File: src/rtl/fpu_div_pkg.sv
// Shared types and constants for the FP32 divider sequencing controller.
`timescale 1ns/1ps
package fpu_div_pkg;

    localparam int FP32_W             = 32;
    localparam int DEFAULT_DIV_CYCLES = 4;

    typedef enum logic [1:0] {
        ST_IDLE = 2'd0,
        ST_EXEC = 2'd1,
        ST_RESP = 2'd2
    } div_state_e;

endpackage

File: src/rtl/fpu_div_arbiter_rr_arb2.sv
// Two-way round-robin arbiter: one-hot grant plus the pointer value to load on a grant.
`timescale 1ns/1ps
module rr_arb2 (
    input  logic [1:0] valid,
    input  logic       ptr,
    input  logic       en,
    output logic [1:0] grant,
    output logic       ptr_next
);

    always_comb begin
        grant    = 2'b00;
        ptr_next = ptr;
        if (en) begin
            case (valid)
                2'b01:   grant = 2'b01;
                2'b10:   grant = 2'b10;
                2'b11:   grant = ptr ? 2'b10 : 2'b01;
                default: grant = 2'b00;
            endcase
        end
        // The loser of this round gets priority next time.
        if (|grant) begin
            ptr_next = ~grant[1];
        end
    end

endmodule

File: src/rtl/fpu_div_arbiter.sv
// Shares one multicycle FP32 divider between two requesters and returns the
// quotient with the requester's tag over a valid/ready response port.
`timescale 1ns/1ps
module fpu_div_arbiter
    import fpu_div_pkg::*;
#(
    parameter int DIV_CYCLES = DEFAULT_DIV_CYCLES,
    parameter int TAG_W      = 5
) (
    input  logic              clk,
    input  logic              rst,
    input  logic              req0_valid,
    output logic              req0_ready,
    input  logic [FP32_W-1:0] req0_a,
    input  logic [FP32_W-1:0] req0_b,
    input  logic [TAG_W-1:0]  req0_tag,
    input  logic              req1_valid,
    output logic              req1_ready,
    input  logic [FP32_W-1:0] req1_a,
    input  logic [FP32_W-1:0] req1_b,
    input  logic [TAG_W-1:0]  req1_tag,
    output logic [FP32_W-1:0] div_n1,
    output logic [FP32_W-1:0] div_n2,
    input  logic [FP32_W-1:0] div_result,
    output logic              rsp_valid,
    input  logic              rsp_ready,
    output logic [FP32_W-1:0] rsp_result,
    output logic [TAG_W-1:0]  rsp_tag,
    output logic              rsp_id,
    output logic              busy
);

    localparam int                CNT_W    = (DIV_CYCLES > 1) ? $clog2(DIV_CYCLES) : 1;
    localparam logic [CNT_W-1:0]  CNT_LOAD = CNT_W'(DIV_CYCLES - 1);

    div_state_e        state_q, state_d;
    logic [CNT_W-1:0]  cnt_q, cnt_d;
    logic              ptr_q, ptr_d;
    logic [FP32_W-1:0] n1_q, n1_d, n2_q, n2_d;
    logic [TAG_W-1:0]  tag_q, tag_d;
    logic              id_q, id_d;
    logic [FP32_W-1:0] res_q, res_d;
    logic [TAG_W-1:0]  rtag_q, rtag_d;
    logic              rid_q, rid_d;

    logic [1:0] grant;
    logic       ptr_next;
    logic       accept;
    logic       exec_done;

    rr_arb2 u_arb (
        .valid    ({req1_valid, req0_valid}),
        .ptr      (ptr_q),
        .en       (state_q == ST_IDLE),
        .grant    (grant),
        .ptr_next (ptr_next)
    );

    assign accept     = |grant;
    assign exec_done  = (state_q == ST_EXEC) && (cnt_q == '0);
    assign req0_ready = grant[0] & req0_valid;
    assign req1_ready = grant[1] & req1_valid;

    always_ff @(posedge clk or posedge rst) begin
        if (rst) begin
            state_q <= ST_IDLE;
        end else begin
            state_q <= state_d;
        end
    end

    always_comb begin
        state_d = state_q;
        case (state_q)
            ST_IDLE: if (accept)                 state_d = ST_EXEC;
            ST_EXEC: if (exec_done)              state_d = ST_RESP;
            ST_RESP: if (rsp_valid && rsp_ready) state_d = ST_IDLE;
            default:                             state_d = ST_IDLE;
        endcase
    end

    always_comb begin
        rsp_valid = (state_q == ST_RESP);
        busy      = (state_q == ST_EXEC) || (state_q == ST_RESP);
    end

    // Operands stay on the divider until the next accept, so they are stable
    // for the whole EXEC window and through any response back-pressure.
    always_comb begin
        cnt_d  = cnt_q;
        ptr_d  = ptr_q;
        n1_d   = n1_q;
        n2_d   = n2_q;
        tag_d  = tag_q;
        id_d   = id_q;
        res_d  = res_q;
        rtag_d = rtag_q;
        rid_d  = rid_q;
        if (accept) begin
            n1_d  = grant[1] ? req1_a   : req0_a;
            n2_d  = grant[1] ? req1_b   : req0_b;
            tag_d = grant[1] ? req1_tag : req0_tag;
            id_d  = grant[1];
            cnt_d = CNT_LOAD;
            ptr_d = ptr_next;
        end else if (exec_done) begin
            res_d  = div_result;
            rtag_d = tag_q;
            rid_d  = id_q;
        end else if (state_q == ST_EXEC) begin
            cnt_d = cnt_q - 1'b1;
        end
    end

    always_ff @(posedge clk or posedge rst) begin
        if (rst) begin
            cnt_q  <= '0;
            ptr_q  <= 1'b0;
            n1_q   <= '0;
            n2_q   <= '0;
            tag_q  <= '0;
            id_q   <= 1'b0;
            res_q  <= '0;
            rtag_q <= '0;
            rid_q  <= 1'b0;
        end else begin
            cnt_q  <= cnt_d;
            ptr_q  <= ptr_d;
            n1_q   <= n1_d;
            n2_q   <= n2_d;
            tag_q  <= tag_d;
            id_q   <= id_d;
            res_q  <= res_d;
            rtag_q <= rtag_d;
            rid_q  <= rid_d;
        end
    end

    assign div_n1     = n1_q;
    assign div_n2     = n2_q;
    assign rsp_result = res_q;
    assign rsp_tag    = rtag_q;
    assign rsp_id     = rid_q;

endmodule

File: config.mk
export PLATFORM = sky130hd
export DESIGN_NAME = fpu_div_arbiter
export DESIGN_NICKNAME = d
export VERILOG_FILES = /design/src/rtl/fpu_div_pkg.sv /design/src/rtl/fpu_div_arbiter_rr_arb2.sv /design/src/rtl/fpu_div_arbiter.sv
export SDC_FILE = /design/constraint.sdc
export NUM_CORES = 1
export LEC_CHECK = 0
export BUFFER_PORTS_ARGS = -buffer_cell sky130_fd_sc_hd__buf_2
export CAP_MARGIN = 10
export CORE_MARGIN = 8
export CORE_UTILIZATION = 40
export DETAILED_ROUTE_END_ITERATION = 6
export HOLD_SLACK_MARGIN = 0.05
export PLACE_DENSITY = 0.77
export SKIP_LAST_GASP = 1
export SLEW_MARGIN = 25
export SYNTH_ARGS = -nofsm -noshare
export SYNTH_HDL_FRONTEND = slang
export SYNTH_SLANG_ARGS = --single-unit
File: constraint.sdc
create_clock -name clk -period 3.6 [get_ports clk]
set_input_delay 0.72 -clock clk [delete_from_list [all_inputs] [get_ports clk]]
set_output_delay 0.72 -clock clk [all_outputs]
set_load 0.1 [all_outputs]
# After elaboration in Yosys (flattened, before gate mapping)
# Cells that the tools add are included.
[op_classes]
add_sub_neg = 1
eq_ne = 9
n_mux = 13
bitwise = 4
n_reduce_logical = 10
[ops]
columns = ["op", "n"]
rows = [
  ["two-way mux 32 bit", 2],
  ["two-way mux 2 bit", 8],
  ["case mux 2 bit (3 select lines)", 2],
  ["== test 2 bit, second input constant", 3],
  ["inequality test 2 bit, second input constant", 3],
  ["two-way mux 5 bit", 1],
  ["== test 2 x 1 -> 1 bit, second input constant", 2],
  ["zero test 2 bit", 2],
  ["AND reduction 2 bit", 2],
  ["AND reduction 3 bit", 1],
  ["bitwise AND 1 bit", 2],
  ["logical AND 1 bit", 2],
  ["inequality test 2 x 1 -> 1 bit, second input constant", 1],
  ["inverter 1 bit", 2],
  ["nonzero test 2 bit", 1],
  ["OR reduction 2 bit", 1],
  ["subtractor 2 x 1 -> 2 bit, second input constant", 1],
  ["logical OR 1 bit", 1],
]
[word_totals]
ff_bits = 113
word_cells = 47

# Depth between registers and ports, before layout
[logic_depth]
depth_word = 6
depth_mapped = 7
mapped_depth_nobuf = 5

# Modules after synthesis
# Synthesis repeated with hierarchy kept, for this count alone.
[unflattened]
cells_unflattened = 418
hier_area_um2 = 4996.0
[by_module_without_submodules]
columns = ["module", "n_inst", "cells_each", "area_per_inst_um2", "seq_area_each_um2"]
rows = [
  ["fpu_div_arbiter", 1, 411, 4959.8, 2827.7],
  ["rr_arb2", 1, 7, 36.3, 0.0],
]

# Worst setup path after synthesis
# Ideal clock, no wire load.
[synth_path]
path_type = "register to output"
from = "reg state_q[0]"
to = "out req1_ready"
arrival_time_ps = 1551
slack_ps = 1329
path_stages_with_launch = 6
n_path_buf = 1
path_cell_list = "dfrtp_1 -> inv_1 -> ha_1 -> nand2_1 -> a21oi_2 -> buf_2"
[synth_via]
elab_chain_cells = 3
[synth_rtl]
columns = ["item", "line", "text"]
rows = [
  ["start, declared", "fpu_div_arbiter.sv:36", "div_state_e state_q, state_d;"],
  ["start signal, assigned", "fpu_div_arbiter.sv:68", "state_q <= state_d;"],
  ["zero test 2 bit", "fpu_div_arbiter.sv:54", ".en (state_q == ST_IDLE),"],
  ["two-way mux 2 bit", "fpu_div_arbiter_rr_arb2.sv:14", "if (en) begin"],
  ["bitwise AND 1 bit", "fpu_div_arbiter.sv:62", "assign req1_ready = grant[1] & req1_valid;"],
  ["end, declared", "fpu_div_arbiter.sv:18", "output logic req1_ready,"],
]
# Every way passes these cells.

# Worst setup path in the final report
# Ends and elaborated chain as after synthesis.

==> results.cfg <==
[logic_synthesis]
synth_largest_area_cell = dfrtp_1
netlist_instances = 345
syn-cell-area_um2 = 4840
async_flop_share_pct = 100
synthMostInstantiatedCell = dfrtp_1
synthTopCellsByCount = dfrtp_1 (113), a221o_1 (69), and2_0 (63)
synth-seq-cells = 113
ys_warn_count = 0
synth_ff_type = dfrtp_1
synth_top_area_share_pct = 58.4
yosys-top-cells-area = dfrtp_1 (58%), a221o_1 (14%), and2_0 (8.1%)
syn_area_per_cell_um2 = 14.0
syn_nets = 525
ys_seq_area_share_pct = 58.4
synth.distinct_cells = 27
synth_edf_count = 0

[routing]
drt_iter0_markers = 169
wl_um = 15000
vias = 4019
firstDrtPassIters = 5
viasPerCell = 5.13
wl_per_cell_um = 19.1
drtAntennaViolNets = 0
drc_errors = 0

[global_route]
grt_pass1_vias = 4593
antenna_found_initial = 1
grt.overflow.total = 0
grt_first_pass_wirelength_um = 24000
grt_max_degree = 73
gr-usage-all-layers_pct = 19.1

[timing]
max_clock_freq_mhz = 375
hold_viol = 0
fin_setup_tns_ns = 0
drv_slew = 0
setup_viol = 0
period_needed_ns = 2.67
skew_ns = 0.00661
worst_pin_slew_ns = 0.776
period_share_pct = 74.1
max_slew_margin_pct = 48.3
rsz0062_at_grt = no

[clock_network]
root_buffer = clkbuf_16
cts_max_path_buffers = 2
cts_made_buffers = 17
clk_latency_ns = 0.40
clk_transition_reported_paths_ns = 0.05
cts_tree = built
post_cts_buffers = 0
cts_max_level = 4
cts_resized = 0
cts_sinks = 113
ctsHoldBuffers = 0

[die]
rows = 40
die_w_um = 126
start_util_pct = 40.6
die_area_um2 = 15900
ios = 281
fp.dieH_um = 126
core-area_um2 = 11900

[setup_path]
path_buf_inv = 2
crit_required_ns = 2.88
critPathSlowestCell = buf_2
crit_path_start_kind = flop
critical_path.max_fanout = 5
endpoint_kind = output port
slowest_delay_ns = 0.45
worstPathCellList = inv_1 > ha_1 > nand2_1 > a21oi_4 > buf_2
crit_family = buffers and inverters
critPathArrivalTime_ns = 1.95
critical_path_class = reg -> out

[finish]
antenna_cells = 0
area_delta_synth_final_pct = 42.4
layout.nets = 805
drive_gt1_share_pct = 56.0

[hold_path]
hold_path.class = in -> async

[placed_design]
gp_congestion = 0.791
dpl.hpwl_um = 11000
portBuffers = 280

[run]
cap_violations = 0

[run_status]
outcome = finished, final reports clean
[final cells by class]
type / instances / area [um2]
clock inverters: 7 / 60.1
flip-flops and latches: 113 / 2830
clock buffers: 24 / 472
repair buffers: 286 / 1470
multi-input cells: 201 / 1850
inverters: 6 / 26.3
well taps: 147 / 184
fillers: 969 / 5020
[final timing paths]
check                                 from        endpoint  slack (ns)  cells past startpoint
worst max register to register  state_q[0]      div_n1[12]        1.49                      6
worst max-delay path            state_q[0]      req1_ready        0.93                      5
worst min-delay path                   rst  rsp_result[28]        0.27                      2
max in group asynchronous              rst  rsp_result[25]        2.55                      4
min in group clk                  tag_q[4]      rsp_tag[4]        0.50                      1
worst min register to register    tag_q[4]      rsp_tag[4]        0.50                      1
[routing by layer]
metal | wire [um] | vias to the layer above | track usage [%]
met4 | 227 | 2 | 6.86
met1 | 5880 | 1949 | 21.2
met2 | 7570 | 197 | 31.8
li1 | - | 1847 | -
met5 | 13 | - | 0
met3 | 1300 | 24 | 8.27
[registers in the layout, indices dropped and copies added (netlist names), 2 cells and up]
signal and flops:
div_n2 32, rsp_result 32, state_q 2, div_n1 32, tag_q 5, rsp_tag 5
cnt_q 2
[cell families after synthesis]
group,synth area share (%)
mux,10.6
xor+xnor,0.181
fa+ha+maj,1.29
flops,58.4
compound gates,15.8
simple gates,10.0
buf+inv,3.67
[layout by cell type (no fill, tap or decap), types with 2 or more instances in the layout]
master,count
clkinv_2,6
a21oi_4,2
clkbuf_1,5
and2_1,6
ha_1,5
nand2_1,4
buf_4,4
inv_1,5
buf_12,2
clkbuf_8,2
buf_2,280
and2_0,63
clkbuf_16,17
dfrtp_1,113
mux2_4,20
nor2b_1,2
a221o_1,69
mux2_2,19
[stage by stage]
| stage | instances | hold WS, ns | cell area, um2 | util, % | setup slack [ns] |
|---|---|---|---|---|---|
| final | 784 | 0.269 | 6890 | 57.9 | 0.934 |
| after global routing | 784 | 0.273 | 6890 | 57.9 | 0.825 |
| after global placement | 752 | 0.478 | 6340 | 53.2 | 1.30 |
| after CTS | 783 | 0.500 | 6870 | 57.7 | 0.895 |
| after detailed placement | 752 | 0.489 | 6340 | 53.2 | 1.27 |
| after floorplan | 345 | 0.470 | 4840 | - | 1.33 |
Power is not shown: default switching activity piles up to over one toggle a cycle in this logic, so the estimate is an artifact.
